File: src/rtl/soc_test_monitor.sv
// soc_test_monitor: end-of-test monitor for the rv32i_soc data-memory Wishbone port.
//
// Snoops acked write beats and produces a verdict:
//   - a write of 1 to TOHOST_ADDR       -> PASS
//   - an odd write other than 1         -> FAIL, o_exit_code = data >> 1
//   - an even write to TOHOST_ADDR      -> ignored, test keeps running
//   - TIMEOUT_CYCLES cycles in RUN      -> TIMEOUT
// PASS, FAIL and TIMEOUT hold until reset. A tohost write in the final
// timeout cycle wins over the timeout.
//
// With SOC_MON_SIG_FIFO_EN defined, writes into [SIG_BASE, SIG_LIMIT) made
// while in RUN are pushed into a first-word fall-through FIFO of SIG_DEPTH
// entries. Without it no storage is built: o_sig_empty reads 1, the other
// signature outputs read 0 and i_sig_rd is ignored.
//
// Ports:
//   clk, reset_n            clock, asynchronous active-low reset
//   i_wb_cyc/stb/we/ack     snooped handshake; a write beat needs all four high
//   i_wb_adr, i_wb_dat      snooped address and write data
//   o_done/o_pass/o_timeout verdict flags
//   o_exit_code             captured tohost value >> 1
//   o_cycle_count           RUN cycles elapsed, saturating, frozen once terminal
//   i_sig_rd                pop the signature FIFO head
//   o_sig_empty             FIFO empty
//   o_sig_addr/o_sig_data   head entry, 0 when empty
//   o_sig_overflow          sticky: a signature write was dropped
module soc_test_monitor #(
    parameter int unsigned       ADDR_W         = 32,
    parameter int unsigned       DATA_W         = 32,
    parameter logic [ADDR_W-1:0] TOHOST_ADDR    = ADDR_W'(32'h0000_1000),
    parameter int unsigned       TIMEOUT_CYCLES = 10000,
    parameter logic [ADDR_W-1:0] SIG_BASE       = ADDR_W'(32'h0000_2000),
    parameter logic [ADDR_W-1:0] SIG_LIMIT      = ADDR_W'(32'h0000_2100),
    parameter int unsigned       SIG_DEPTH      = 16
) (
    input  logic              clk,
    input  logic              reset_n,
    input  logic              i_wb_cyc,
    input  logic              i_wb_stb,
    input  logic              i_wb_we,
    input  logic              i_wb_ack,
    input  logic [ADDR_W-1:0] i_wb_adr,
    input  logic [DATA_W-1:0] i_wb_dat,
    output logic              o_done,
    output logic              o_pass,
    output logic              o_timeout,
    output logic [DATA_W-1:0] o_exit_code,
    output logic [31:0]       o_cycle_count,
    input  logic              i_sig_rd,
    output logic              o_sig_empty,
    output logic [ADDR_W-1:0] o_sig_addr,
    output logic [DATA_W-1:0] o_sig_data,
    output logic              o_sig_overflow
);

    typedef enum logic [1:0] {StRun, StPass, StFail, StTimeout} state_e;

    localparam logic [31:0] TimeoutLast = 32'(TIMEOUT_CYCLES - 1);

    state_e            state_q, state_d;
    logic [31:0]       count_q, count_d;
    logic [DATA_W-1:0] exit_q, exit_d;
    logic              done_q, pass_q, timeout_q;

    logic wr_beat;
    logic tohost_wr;

    assign wr_beat   = i_wb_cyc & i_wb_stb & i_wb_we & i_wb_ack;
    assign tohost_wr = wr_beat && (i_wb_adr == TOHOST_ADDR);

    always_comb begin
        state_d = state_q;
        count_d = count_q;
        exit_d  = exit_q;
        case (state_q)
            StRun: begin
                if (count_q != 32'hFFFF_FFFF) begin
                    count_d = count_q + 32'd1;
                end
                if (tohost_wr && (i_wb_dat == DATA_W'(1))) begin
                    state_d = StPass;
                    exit_d  = i_wb_dat >> 1;
                end else if (tohost_wr && i_wb_dat[0]) begin
                    state_d = StFail;
                    exit_d  = i_wb_dat >> 1;
                end else if (count_q == TimeoutLast) begin
                    state_d = StTimeout;
                end
            end
            default: begin
                // Terminal states hold everything until reset.
            end
        endcase
    end

    always_ff @(posedge clk or negedge reset_n) begin
        if (!reset_n) begin
            state_q   <= StRun;
            count_q   <= '0;
            exit_q    <= '0;
            done_q    <= 1'b0;
            pass_q    <= 1'b0;
            timeout_q <= 1'b0;
        end else begin
            state_q   <= state_d;
            count_q   <= count_d;
            exit_q    <= exit_d;
            // Flags registered from the next state so they are true flops.
            done_q    <= (state_d != StRun);
            pass_q    <= (state_d == StPass);
            timeout_q <= (state_d == StTimeout);
        end
    end

    assign o_done        = done_q;
    assign o_pass        = pass_q;
    assign o_timeout     = timeout_q;
    assign o_exit_code   = exit_q;
    assign o_cycle_count = count_q;

`ifdef SOC_MON_SIG_FIFO_EN
    localparam int unsigned PtrW = (SIG_DEPTH > 1) ? $clog2(SIG_DEPTH) : 1;

    logic [ADDR_W-1:0] addr_mem_q [SIG_DEPTH];
    logic [DATA_W-1:0] data_mem_q [SIG_DEPTH];
    logic [PtrW-1:0]   wr_ptr_q, wr_ptr_d, rd_ptr_q, rd_ptr_d;
    logic [PtrW:0]     cnt_q, cnt_d;
    logic              empty_q, ovf_q, ovf_d;
    logic [ADDR_W-1:0] head_addr_q, head_addr_d;
    logic [DATA_W-1:0] head_data_q, head_data_d;

    logic in_window, push_req, push_ok, pop, full;

    assign in_window = (i_wb_adr >= SIG_BASE) && (i_wb_adr < SIG_LIMIT);
    assign push_req  = (state_q == StRun) && wr_beat && !tohost_wr && in_window;
    assign full      = (cnt_q == (PtrW + 1)'(SIG_DEPTH));
    assign pop       = i_sig_rd && (cnt_q != '0);
    // A pop in the same cycle frees the slot the push needs.
    assign push_ok   = push_req && (!full || pop);

    always_comb begin
        wr_ptr_d    = wr_ptr_q;
        rd_ptr_d    = rd_ptr_q;
        cnt_d       = cnt_q;
        ovf_d       = ovf_q;
        head_addr_d = '0;
        head_data_d = '0;
        if (push_ok) begin
            wr_ptr_d = wr_ptr_q + PtrW'(1);
        end
        if (pop) begin
            rd_ptr_d = rd_ptr_q + PtrW'(1);
        end
        if (push_ok && !pop) begin
            cnt_d = cnt_q + (PtrW + 1)'(1);
        end else if (pop && !push_ok) begin
            cnt_d = cnt_q - (PtrW + 1)'(1);
        end
        if (push_req && full && !pop) begin
            ovf_d = 1'b1;
        end
        // Registered head: when the new head is the slot being written this
        // cycle, take it from the bus since the memory is not updated yet.
        if (cnt_d != '0) begin
            if (push_ok && (wr_ptr_q == rd_ptr_d)) begin
                head_addr_d = i_wb_adr;
                head_data_d = i_wb_dat;
            end else begin
                head_addr_d = addr_mem_q[rd_ptr_d];
                head_data_d = data_mem_q[rd_ptr_d];
            end
        end
    end

    // Storage needs no reset; occupancy is tracked by cnt_q.
    always_ff @(posedge clk) begin
        if (push_ok) begin
            addr_mem_q[wr_ptr_q] <= i_wb_adr;
            data_mem_q[wr_ptr_q] <= i_wb_dat;
        end
    end

    always_ff @(posedge clk or negedge reset_n) begin
        if (!reset_n) begin
            wr_ptr_q    <= '0;
            rd_ptr_q    <= '0;
            cnt_q       <= '0;
            empty_q     <= 1'b1;
            ovf_q       <= 1'b0;
            head_addr_q <= '0;
            head_data_q <= '0;
        end else begin
            wr_ptr_q    <= wr_ptr_d;
            rd_ptr_q    <= rd_ptr_d;
            cnt_q       <= cnt_d;
            empty_q     <= (cnt_d == '0);
            ovf_q       <= ovf_d;
            head_addr_q <= head_addr_d;
            head_data_q <= head_data_d;
        end
    end

    assign o_sig_empty    = empty_q;
    assign o_sig_addr     = head_addr_q;
    assign o_sig_data     = head_data_q;
    assign o_sig_overflow = ovf_q;
`else
    localparam logic [ADDR_W-1:0] unused_sig_span  = SIG_LIMIT - SIG_BASE;
    localparam int unsigned       unused_sig_depth = SIG_DEPTH;

    logic unused_sig_rd;
    assign unused_sig_rd = i_sig_rd;

    assign o_sig_empty    = 1'b1;
    assign o_sig_addr     = '0;
    assign o_sig_data     = '0;
    assign o_sig_overflow = 1'b0;
`endif

endmodule

File: config.mk
export PLATFORM = sky130hd
export DESIGN_NAME = soc_test_monitor
export DESIGN_NICKNAME = d
export VERILOG_FILES = /design/src/rtl/soc_test_monitor.sv
export SDC_FILE = /design/constraint.sdc
export NUM_CORES = 1
export LEC_CHECK = 0
export ABC_AREA = 0
export ABC_CLOCK_PERIOD_IN_PS = 4800
export CORE_AREA = 3 3 97 99
export DETAILED_ROUTE_END_ITERATION = 10
export DIE_AREA = 0 0 100 102
export GPL_ROUTABILITY_DRIVEN = 0
export PLACE_DENSITY = 0.85
export SYNTH_ARGS = -nofsm -noshare
export SYNTH_HDL_FRONTEND = slang
export SYNTH_SLANG_ARGS = --single-unit
export TNS_END_PERCENT = 10
File: constraint.sdc
create_clock -name clk -period 4.8 [get_ports clk]
set_input_delay 0.48 -clock clk [delete_from_list [all_inputs] [get_ports clk]]
set_output_delay 0.48 -clock clk [all_outputs]
set_load 0.1 [all_outputs]
==> run summary, run 1 <==
CORE AREA -> 8640 um^2
Die W -> 100 um
min-delay worst type -> in -> async
DRT Wirelength -> 9000 um
prevailing post-synth register cell -> dfrtp_1
worst r2r src -> o_cycle_count[0]$_DFFE_PN0P_
Multi-input gate area -> 1590 um^2
share of cells above drive strength 1 -> 11.7%
#FFs+latches synth -> 68
largest net degree at the start of global routing -> 69
critical path class -> in -> reg
overflow left after global routing -> 0
initial antenna violation count -> 0
DRT Pass-1 Iters -> 4
CTS sink count -> 68
Synth cell types -> 39
TritonCTS clock tree -> done
vias in the first global route -> 2729
cell count after synthesis -> 325
Reg clk slew, reported paths -> 70 ps
required time of the critical path -> 5020 ps
I/O pin count -> 204
Layout Nets -> 537
final hold viol count -> 0
min cycle time layout -> 2960 ps
antenna-violating nets left -> 0
most common cell in the netlist -> buf_4
clk buf depth -> 2
# DRC -> 0
clk root buf -> clkbuf_8
Setup TNS Final -> 0 ps
DR iter-0 viols -> 60
Reg area -> 1700 um^2
CP endpoint kind -> flop
Worst-Margin Slew -> 1150 ps
Clk Latency, worst-skew pair -> 330 ps
final setup violating endpoints -> 0
largest cells by area after synthesis -> dfrtp_1, buf_4, mux2_2, xnor2_1, nor4_1
largest area contributor in the netlist -> dfrtp_1
Max-slew headroom -> 23.0%
DPL Wire Length -> 7130 um
Worst Setup Start Kind -> input pin
FFs w/ async S/R, synth -> 100%
CTS Buf Count -> 9
final setup skew -> 6.07 ps
Initial Utilization -> 41.6%
PortBufs -> 135
num rows -> 34
Maximum Capacitance Violations -> 0
Vias -> 2767
ant diodes -> 0
RSZ-0062 raised after global routing -> no
sequential fraction of the synthesis area -> 47.3%
number of synthesized flops with an enable pin -> 0
Die H -> 102 um
Commonest cells post-synth -> buf_4, dfrtp_1, mux2_2, xnor2_1, nor4_1
Max Freq -> 338 MHz
Crit Path Max Fanout -> 16
Pwr Density -> 268 nW/um^2
htree depth -> 3
Critical Path AT -> 3170 ps
full die area -> 10200 um^2
Lkg Pwr -> 2.21 nW
crit share post-route -> 61.6%
Avg Cell Area, Syn -> 11.1 um^2
drt wl/cell -> 15.6 um
Slew Limit Fails -> 0
synthesis-to-layout area growth -> 38.8%
Power Total -> 1.34 mW
post-CTS sizing -> 0
top-area cell type share of the netlist area -> 47.3%
first-pass GRT wire length -> 13700 um
fill cell count -> 728
vias per inst -> 4.79
status -> complete, no violations
CTS Hold Bufs -> 0
Mapped Area -> 3590 um^2
Setup Buffers After CTS -> 0
total track usage -> 17.2%
CP Launch Point -> i_wb_adr[22]
Syn. warnings -> 0
VDD IR max -> 0.000135 V
routing by layer:
metal  vias to the layer above  share of wire, %  track usage (%)
met4                         0              0.94             5.91
met1                      1340                38             19.7
li1                       1289                 -                -
met5                         -                 0                0
met3                         8               9.8             5.05
met2                       130                51             30.7
placed cells by master (no fill, tap or decap), types with 9 or more instances in the layout:
cell and instances:
conb_1 67, clkdlybuf4s50_1 134, nor2_1 14, nand2_1 15
nand4_1 17, nand3_1 11, xnor2_1 21, mux2_2 29
nor4_1 20, nor3_1 9, xor2_1 10, clkbuf_8 9
dfrtp_1 68
through the flow:
stage	worst slack [ps]	std cells	util (%)	area [um^2]	hold WS, ps
2_1_floorplan	2260	390	-	3840	184
6_report	1840	578	57.8	4990	313
3_5_place_dp	1450	562	55.5	4800	477
5_1_grt	1680	578	57.8	4990	388
3_3_place_gp	1550	562	55.5	4800	468
4_1_cts	1830	578	57.8	4990	358
path summary, 6_finish.rpt:
check	to	slack (ps)	cells past startpoint
min in group clk	o_exit_code[0]$_DFFE_PN0P_	490	1
max in group asynchronous	o_exit_code[22]$_DFFE_PN0P_	3900	2
max reg2reg	o_cycle_count[1]$_DFFE_PN0P_	2250	5
max	o_exit_code[16]$_DFFE_PN0P_	1840	6
min	o_cycle_count[31]$_DFFE_PN0P_	310	2
min reg2reg	o_exit_code[0]$_DFFE_PN0P_	490	1
where the power goes:
group	internal, mW	switching, mW
logic	0.0516	0.253
clock network	0.240	0.219
registers	0.573	0.000000687
state kept, by name, summed over array words and instances, names as in the netlist:
name,cells
state_q,2
o_done,1
o_pass,1
o_exit_code,31
o_timeout,1
o_cycle_count,32
cell type report:
class	instances	share of cell area (%)
tap	108	2.71
clock inverter	6	1.30
timing repair buffer	137	27.3
inverter	3	0.226
clock buffer	10	2.56
sequential	68	34.1
multi-input combinational	246	31.8
logic make-up (layout without fill, tap and decap cells):
logic type               count (synthesis)  after routing  share of synthesized area, %
AO/OA/AOI/OAI                            8              8                          1.81
XOR/XNOR                                31             31                          7.55
adder cells (fa/ha/maj)                  1              1                         0.348
buffers and inverters                   76            156                          15.5
flip-flops                              68             68                          47.3
multiplexers                            33             33                          10.3
other                                    2             67                         0.209
AND/OR/NAND/NOR                        106            106                          16.9
worst max-delay path: stages:
cell,delay [ps]
clkdlybuf4s50_1,410
nor4b_1,360
nand4_1,270
nor4_4,900
buf_4,380
mux2_2,370
Note: power is estimated with default switching activity, not from simulation.
==> run 2: changes to the inputs <==
--- a/config.mk
+++ b/config.mk
@@ -6,12 +6,12 @@
 export NUM_CORES = 1
 export LEC_CHECK = 0
 export ABC_AREA = 0
-export ABC_CLOCK_PERIOD_IN_PS = 4800
-export CORE_AREA = 3 3 97 99
+export ABC_CLOCK_PERIOD_IN_PS = 2600
+export CORE_AREA = 3 3 106 108
 export DETAILED_ROUTE_END_ITERATION = 10
-export DIE_AREA = 0 0 100 102
+export DIE_AREA = 0 0 109 111
 export GPL_ROUTABILITY_DRIVEN = 0
-export PLACE_DENSITY = 0.85
+export PLACE_DENSITY = 0.76
 export SYNTH_ARGS = -nofsm -noshare
 export SYNTH_HDL_FRONTEND = slang
 export SYNTH_SLANG_ARGS = --single-unit
==> constraint.sdc (replaced) <==
create_clock -name clk -period 2.6 [get_ports clk]
set_input_delay 0.26 -clock clk [delete_from_list [all_inputs] [get_ports clk]]
set_output_delay 0.26 -clock clk [all_outputs]
set_load 0.1 [all_outputs]
==> run 2 against run 1 <==
Against the previous run: die area up 19%; via count up 0.76%; worst hold slack worse by 200 ps; first-iteration DRC count up 35%; critical endpoint is now o_exit_code[19]$_DFFE_PN0P_; largest cell class unchanged; largest power group unchanged.
==> run summary, run 2 (same netlist as run 1, synthesis figures left out) <==
status -> complete, no violations
final setup skew -> 10.2 ps
clk root buf -> clkbuf_8
Max-slew headroom -> 41.8%
R2R depth -> 6
max reg flops -> 32
# DRC -> 0
Worst Setup Start Kind -> input pin
min-delay worst type -> in -> async
CORE AREA -> 10300 um^2
Die W -> 109 um
Pwr Density -> 518 nW/um^2
Setup Buffers After CTS -> 0
leading cell type in the layout, fill and taps excluded -> buf_4
switching share of power -> 33.8%
Slew Limit Fails -> 0
fill cell count -> 956
Layout Nets -> 541
Reg clk slew, reported paths -> 70 ps
ant diodes -> 0
Maximum Capacitance Violations -> 0
vias in the first global route -> 2691
post-CTS sizing -> 0
final hold viol count -> 0
worst r2r src -> o_cycle_count[0]$_DFFE_PN0P_
first-pass GRT wire length -> 13800 um
I/O pin count -> 204
num rows -> 37
full die area -> 12100 um^2
most frequent cells in the layout -> buf_4, clkdlybuf4s50_1, dfrtp_1, conb_1, mux2_2
flop2flop setup slack -> 630 ps
CTS Hold Bufs -> 0
power share of the clock group -> 36.3%
DRT Wirelength -> 9460 um
clk buf depth -> 2
Setup TNS Final -> 0 ps
worst hold margin -> 110 ps
share of cells above drive strength 1 -> 26.2%
Seq pwr share -> 41.5%
worst flop-to-flop path endpoint -> o_cycle_count[1]$_DFFE_PN0P_
Crit-path slowest cell -> nor4_1
fin cells -> 609
sw power -> 0.860 mW
antenna-violating nets left -> 0
CP endpoint kind -> flop
Max Freq -> 472 MHz
CTS sink count -> 68
RSZ-0062 raised after global routing -> no
Setup WS post-layout -> 479 ps
TritonCTS clock tree -> done
Vias -> 2788
DPL Wire Length -> 7500 um
drt wl/cell -> 15.5 um
critical path class -> in -> reg
min cycle time layout -> 2120 ps
synthesis-to-layout area growth -> 36.7%
CP top delay family -> simple AND/OR/NAND/NOR gates
overflow left after global routing -> 0
initial antenna violation count -> 0
Crit path largest cell delay -> 410 ps
DRT Pass-1 Iters -> 4
CTS Buf Count -> 9
Power Total -> 2.54 mW
Post-DP Area -> 4710 um^2
required time of the critical path -> 2810 ps
finished layout cell area -> 4910 um^2
Post-Place Cells -> 594
vias per inst -> 4.58
crit share post-route -> 81.6%
fin util -> 47.6%
Lkg Pwr -> 2.37 nW
Pint -> 1.68 mW
Critical Path AT -> 2330 ps
Clk Latency, worst-skew pair -> 330 ps
worst path cell trace -> clkdlybuf4s50_1 > nor4_1 > nand4_1 > buf_4 > nor4_4 > buf_12 > mux2_2
VDD IR max -> 0.000293 V
Initial Utilization -> 34.8%
PortBufs -> 135
Crit Path Max Fanout -> 31
total track usage -> 14.6%
largest net degree at the start of global routing -> 69
combinational power share -> 22.2%
htree depth -> 3
Worst-Margin Slew -> 873 ps
Die H -> 111 um
DR iter-0 viols -> 81
DP Worst Slack -> 125 ps
CP Buf/Inv Count -> 3
final setup violating endpoints -> 0
## run 2: cell types whose count changed in the layout (fill, tap and decap cells not counted)
cell / delta
buf_4: +69
clkdlybuf4s50_1: -66
clkinv_4: -2
buf_12: +1
bufinv_16: +1
## run 2: power by group through the flow
stage	Combinational, mW	Clock [mW]	Sequential, mW
2_1_floorplan	0.503	0	1.08
3_3_place_gp	0.562	0	1.08
3_5_place_dp	0.563	0	1.08
4_1_cts	0.564	0.947	1.06
5_1_grt	0.582	0.993	1.06
6_report	0.565	0.923	1.06
## run 2: worst reg2reg max path, delay by kind of cell, from the launching register on
kind / cells / cell delay [ps]
and+or+nand+nor: 2 / 470
DFF: 1 / 430
muxes: 1 / 350
adders and majority gates: 1 / 230
buffers and inverters: 1 / 220
AOI/OAI and AO/OA: 1 / 170
## run 2: per-layer routing
| layer | vias to the layer above | wire length, um | part of all wire [%] | track usage [%] |
|---|---|---|---|---|
| li1 | 1295 | - | - | - |
| met1 | 1357 | 3670 | 39 | 17.0 |
| met2 | 131 | 4830 | 51 | 25.7 |
| met3 | 5 | 925 | 9.8 | 4.48 |
| met4 | 0 | 46 | 0.49 | 3.79 |
| met5 | - | 0 | 0 | 0 |
## run 2: layout make-up
| class | count | area, um^2 | share of cell area, % |
|---|---|---|---|
| timing repair buffer | 141 | 1240 | 25.2 |
| tap | 136 | 170 | 3.46 |
| clock inverter | 5 | 77.6 | 1.58 |
| inverter | 3 | 11.3 | 0.229 |
| sequential | 68 | 1700 | 34.6 |
| multi-input combinational | 246 | 1590 | 32.3 |
| clock buffer | 10 | 128 | 2.60 |
## run 2: worst max path at each step
stage,from,to,cells after the start
after floorplan,o_cycle_count[0]$_DFFE_PN0P_,o_cycle_count[6]$_DFFE_PN0P_,7
after global placement,i_wb_adr[15],o_exit_code[29]$_DFFE_PN0P_,7
after detailed placement,i_wb_adr[12],o_exit_code[27]$_DFFE_PN0P_,6
after CTS,i_wb_adr[15],o_exit_code[29]$_DFFE_PN0P_,7
after global routing,i_wb_adr[15],o_exit_code[12]$_DFFE_PN0P_,7
final,i_wb_adr[15],o_exit_code[19]$_DFFE_PN0P_,7
==> run 3: changes to the inputs <==
--- a/config.mk
+++ b/config.mk
@@ -6,7 +6,7 @@
 export NUM_CORES = 1
 export LEC_CHECK = 0
 export ABC_AREA = 0
-export ABC_CLOCK_PERIOD_IN_PS = 2600
+export ABC_CLOCK_PERIOD_IN_PS = 1750
 export CORE_AREA = 3 3 106 108
 export DETAILED_ROUTE_END_ITERATION = 10
 export DIE_AREA = 0 0 109 111
==> constraint.sdc (replaced) <==
create_clock -name clk -period 1.75 [get_ports clk]
set_input_delay 0.175 -clock clk [delete_from_list [all_inputs] [get_ports clk]]
set_output_delay 0.175 -clock clk [all_outputs]
set_load 0.1 [all_outputs]
==> run 3 against run 2 <==
Against the previous run: core utilization increased by 12 points; register-to-register slack got worse by 700 ps; critical endpoint is now o_cycle_count[1]$_DFFE_PN0P_; count of clock-buffer cells in the layout increased by 1; the flow now finishes with violations (negative setup slack); sequential share of layout area decreased by 5.2 points; design area increased by 24%; largest cell class is now non-clock buffers.
==> run summary, run 3 (same netlist as run 1, synthesis figures left out) <==
fill cell count -> 817
clk buf depth -> 2
worst r2r src -> o_cycle_count[27]$_DFFE_PN0P_
antenna-violating nets left -> 0
Slew Limit Fails -> 0
final setup violating endpoints -> 21
combinational power share -> 23.6%
Crit Path Max Fanout -> 13
min cycle time layout -> 1820 ps
critical path class -> reg -> reg
VDD IR max -> 0.000358 V
synthesis-to-layout area growth -> 69.9%
Lkg Pwr -> 2.76 nW
full die area -> 12100 um^2
Reg clk slew, reported paths -> 80 ps
clk root buf -> clkbuf_8
sw power -> 1.31 mW
final setup skew -> 10.1 ps
Seq pwr share -> 44.1%
finished layout cell area -> 6110 um^2
RSZ-0062 raised after global routing -> yes
TritonCTS clock tree -> done
Setup WS post-layout -> -70.6 ps
DR iter-0 viols -> 107
ant diodes -> 0
crit share post-route -> 104%
Reg area -> 1800 um^2
Pint -> 2.25 mW
Layout Nets -> 588
most frequent cells in the layout -> buf_4, conb_1, clkdlybuf4s50_1, dfrtp_1, buf_12
drt wl/cell -> 16.6 um
Initial Utilization -> 34.8%
num rows -> 37
htree depth -> 3
power share of the clock group -> 32.2%
Worst Setup Start Kind -> flop
vias in the first global route -> 3049
required time of the critical path -> 1980 ps
CP Launch Point -> o_cycle_count[27]$_DFFE_PN0P_
initial antenna violation count -> 0
Critical Path AT -> 2050 ps
DP Worst Slack -> -462 ps
Max Freq -> 549 MHz
final hold viol count -> 0
min-delay worst type -> in -> async
CORE AREA -> 10300 um^2
Power Total -> 3.56 mW
total track usage -> 16.4%
max reg flops -> 32
switching share of power -> 36.8%
Vias -> 3036
largest net degree at the start of global routing -> 69
first-pass GRT wire length -> 15500 um
fin cells -> 657
# DRC -> 0
CTS Buf Count -> 9
Post-DP Area -> 5480 um^2
Multi-input gate area -> 1930 um^2
Post-Place Cells -> 626
CTS sink count -> 68
leading cell type in the layout, fill and taps excluded -> buf_4
DRT Pass-1 Iters -> 4
Maximum Capacitance Violations -> 0
failing checks -> negative setup slack
vias per inst -> 4.62
CP endpoint kind -> flop
Pwr Density -> 582 nW/um^2
overflow left after global routing -> 0
I/O pin count -> 204
Clk Latency, worst-skew pair -> 340 ps
DPL Wire Length -> 7340 um
Die W -> 109 um
DRT Wirelength -> 10900 um
PortBufs -> 135
Die H -> 111 um
share of cells above drive strength 1 -> 45.5%
Setup TNS Final -> -358 ps
status -> finished with violations
[run 3: cell count changes in the layout (fill, tap and decap cells not counted), moves of 9 or more]
cell | before | now
mux2_2 | 29 | 1
dfrtp_4 | 0 | 23
nor4_2 | 0 | 9
dlygate4sd2_1 | 0 | 22
clkdlybuf4s50_1 | 68 | 45
buf_12 | 1 | 32
dfrtp_1 | 68 | 36
mux2_4 | 0 | 31
dfrtp_2 | 0 | 9
nor4_1 | 20 | 9
[run 3: final timing paths]
kind,to,slack (ps),cells after the start
max,o_cycle_count[1]$_DFFE_PN0P_,-70,6
min,o_exit_code[11]$_DFFE_PN0P_,410,3
min in group clk,o_exit_code[2]$_DFFE_PN0P_,480,2
min reg2reg,o_cycle_count[3]$_DFFE_PN0P_,500,1
max in group asynchronous,o_cycle_count[12]$_DFFE_PN0P_,1030,3
max reg2reg,o_cycle_count[1]$_DFFE_PN0P_,-70,6
[run 3: cell type report]
cell class,instances,share of cell area [%]
Tap cell,136,2.79
Inverter,3,0.184
Multi-Input combinational cell,246,31.6
Timing Repair Buffer,188,33.2
Sequential cell,68,29.5
Clock buffer,11,2.32
Clock inverter,5,0.451
[run 3: layer usage]
| metal | track usage, % | up-vias | part of all wire, % |
|---|---|---|---|
| met2 | 30.0 | 136 | 53 |
| met1 | 18.7 | 1491 | 39 |
| met3 | 3.55 | 12 | 7.3 |
| met5 | 0 | - | 0 |
| met4 | 5.05 | 0 | 0.91 |
| li1 | - | 1397 | - |
[run 3: worst max-delay path, stage by stage (launching register included)]
cell	delay, ps
dfrtp_4	410
nand4_1	180
buf_4	210
nor4_4	340
a31oi_4	140
buf_12	170
mux2_2	260
[run 3: power groups by stage]
stage	sequential, mW	combinational, mW	clock, mW
after floorplan	1.60	0.748	0
after global placement	1.60	0.834	0
after detailed placement	1.60	0.836	0
after CTS	1.57	0.831	1.18
after global routing	1.57	0.866	1.26
final	1.57	0.840	1.15
[run 3: timing repair]
item | CTS | global route
endpoints found under the setup margin | 49 | 65
buffers inserted | 5 | 7
pin swaps | 14 | 23
hold buffers | 1 | 0
cloned | 2 | 1
gates resized for setup | 44 | 47
endpoints found under the hold margin | 68 | 0
[run 3: metrics by stage]
stage                     util [%]  hold WS, ps
final                         59.1          406
after global routing          59.1          434
after CTS                     56.7          397
after detailed placement      53.1          229
after global placement        53.1          222
after floorplan                  -         -121
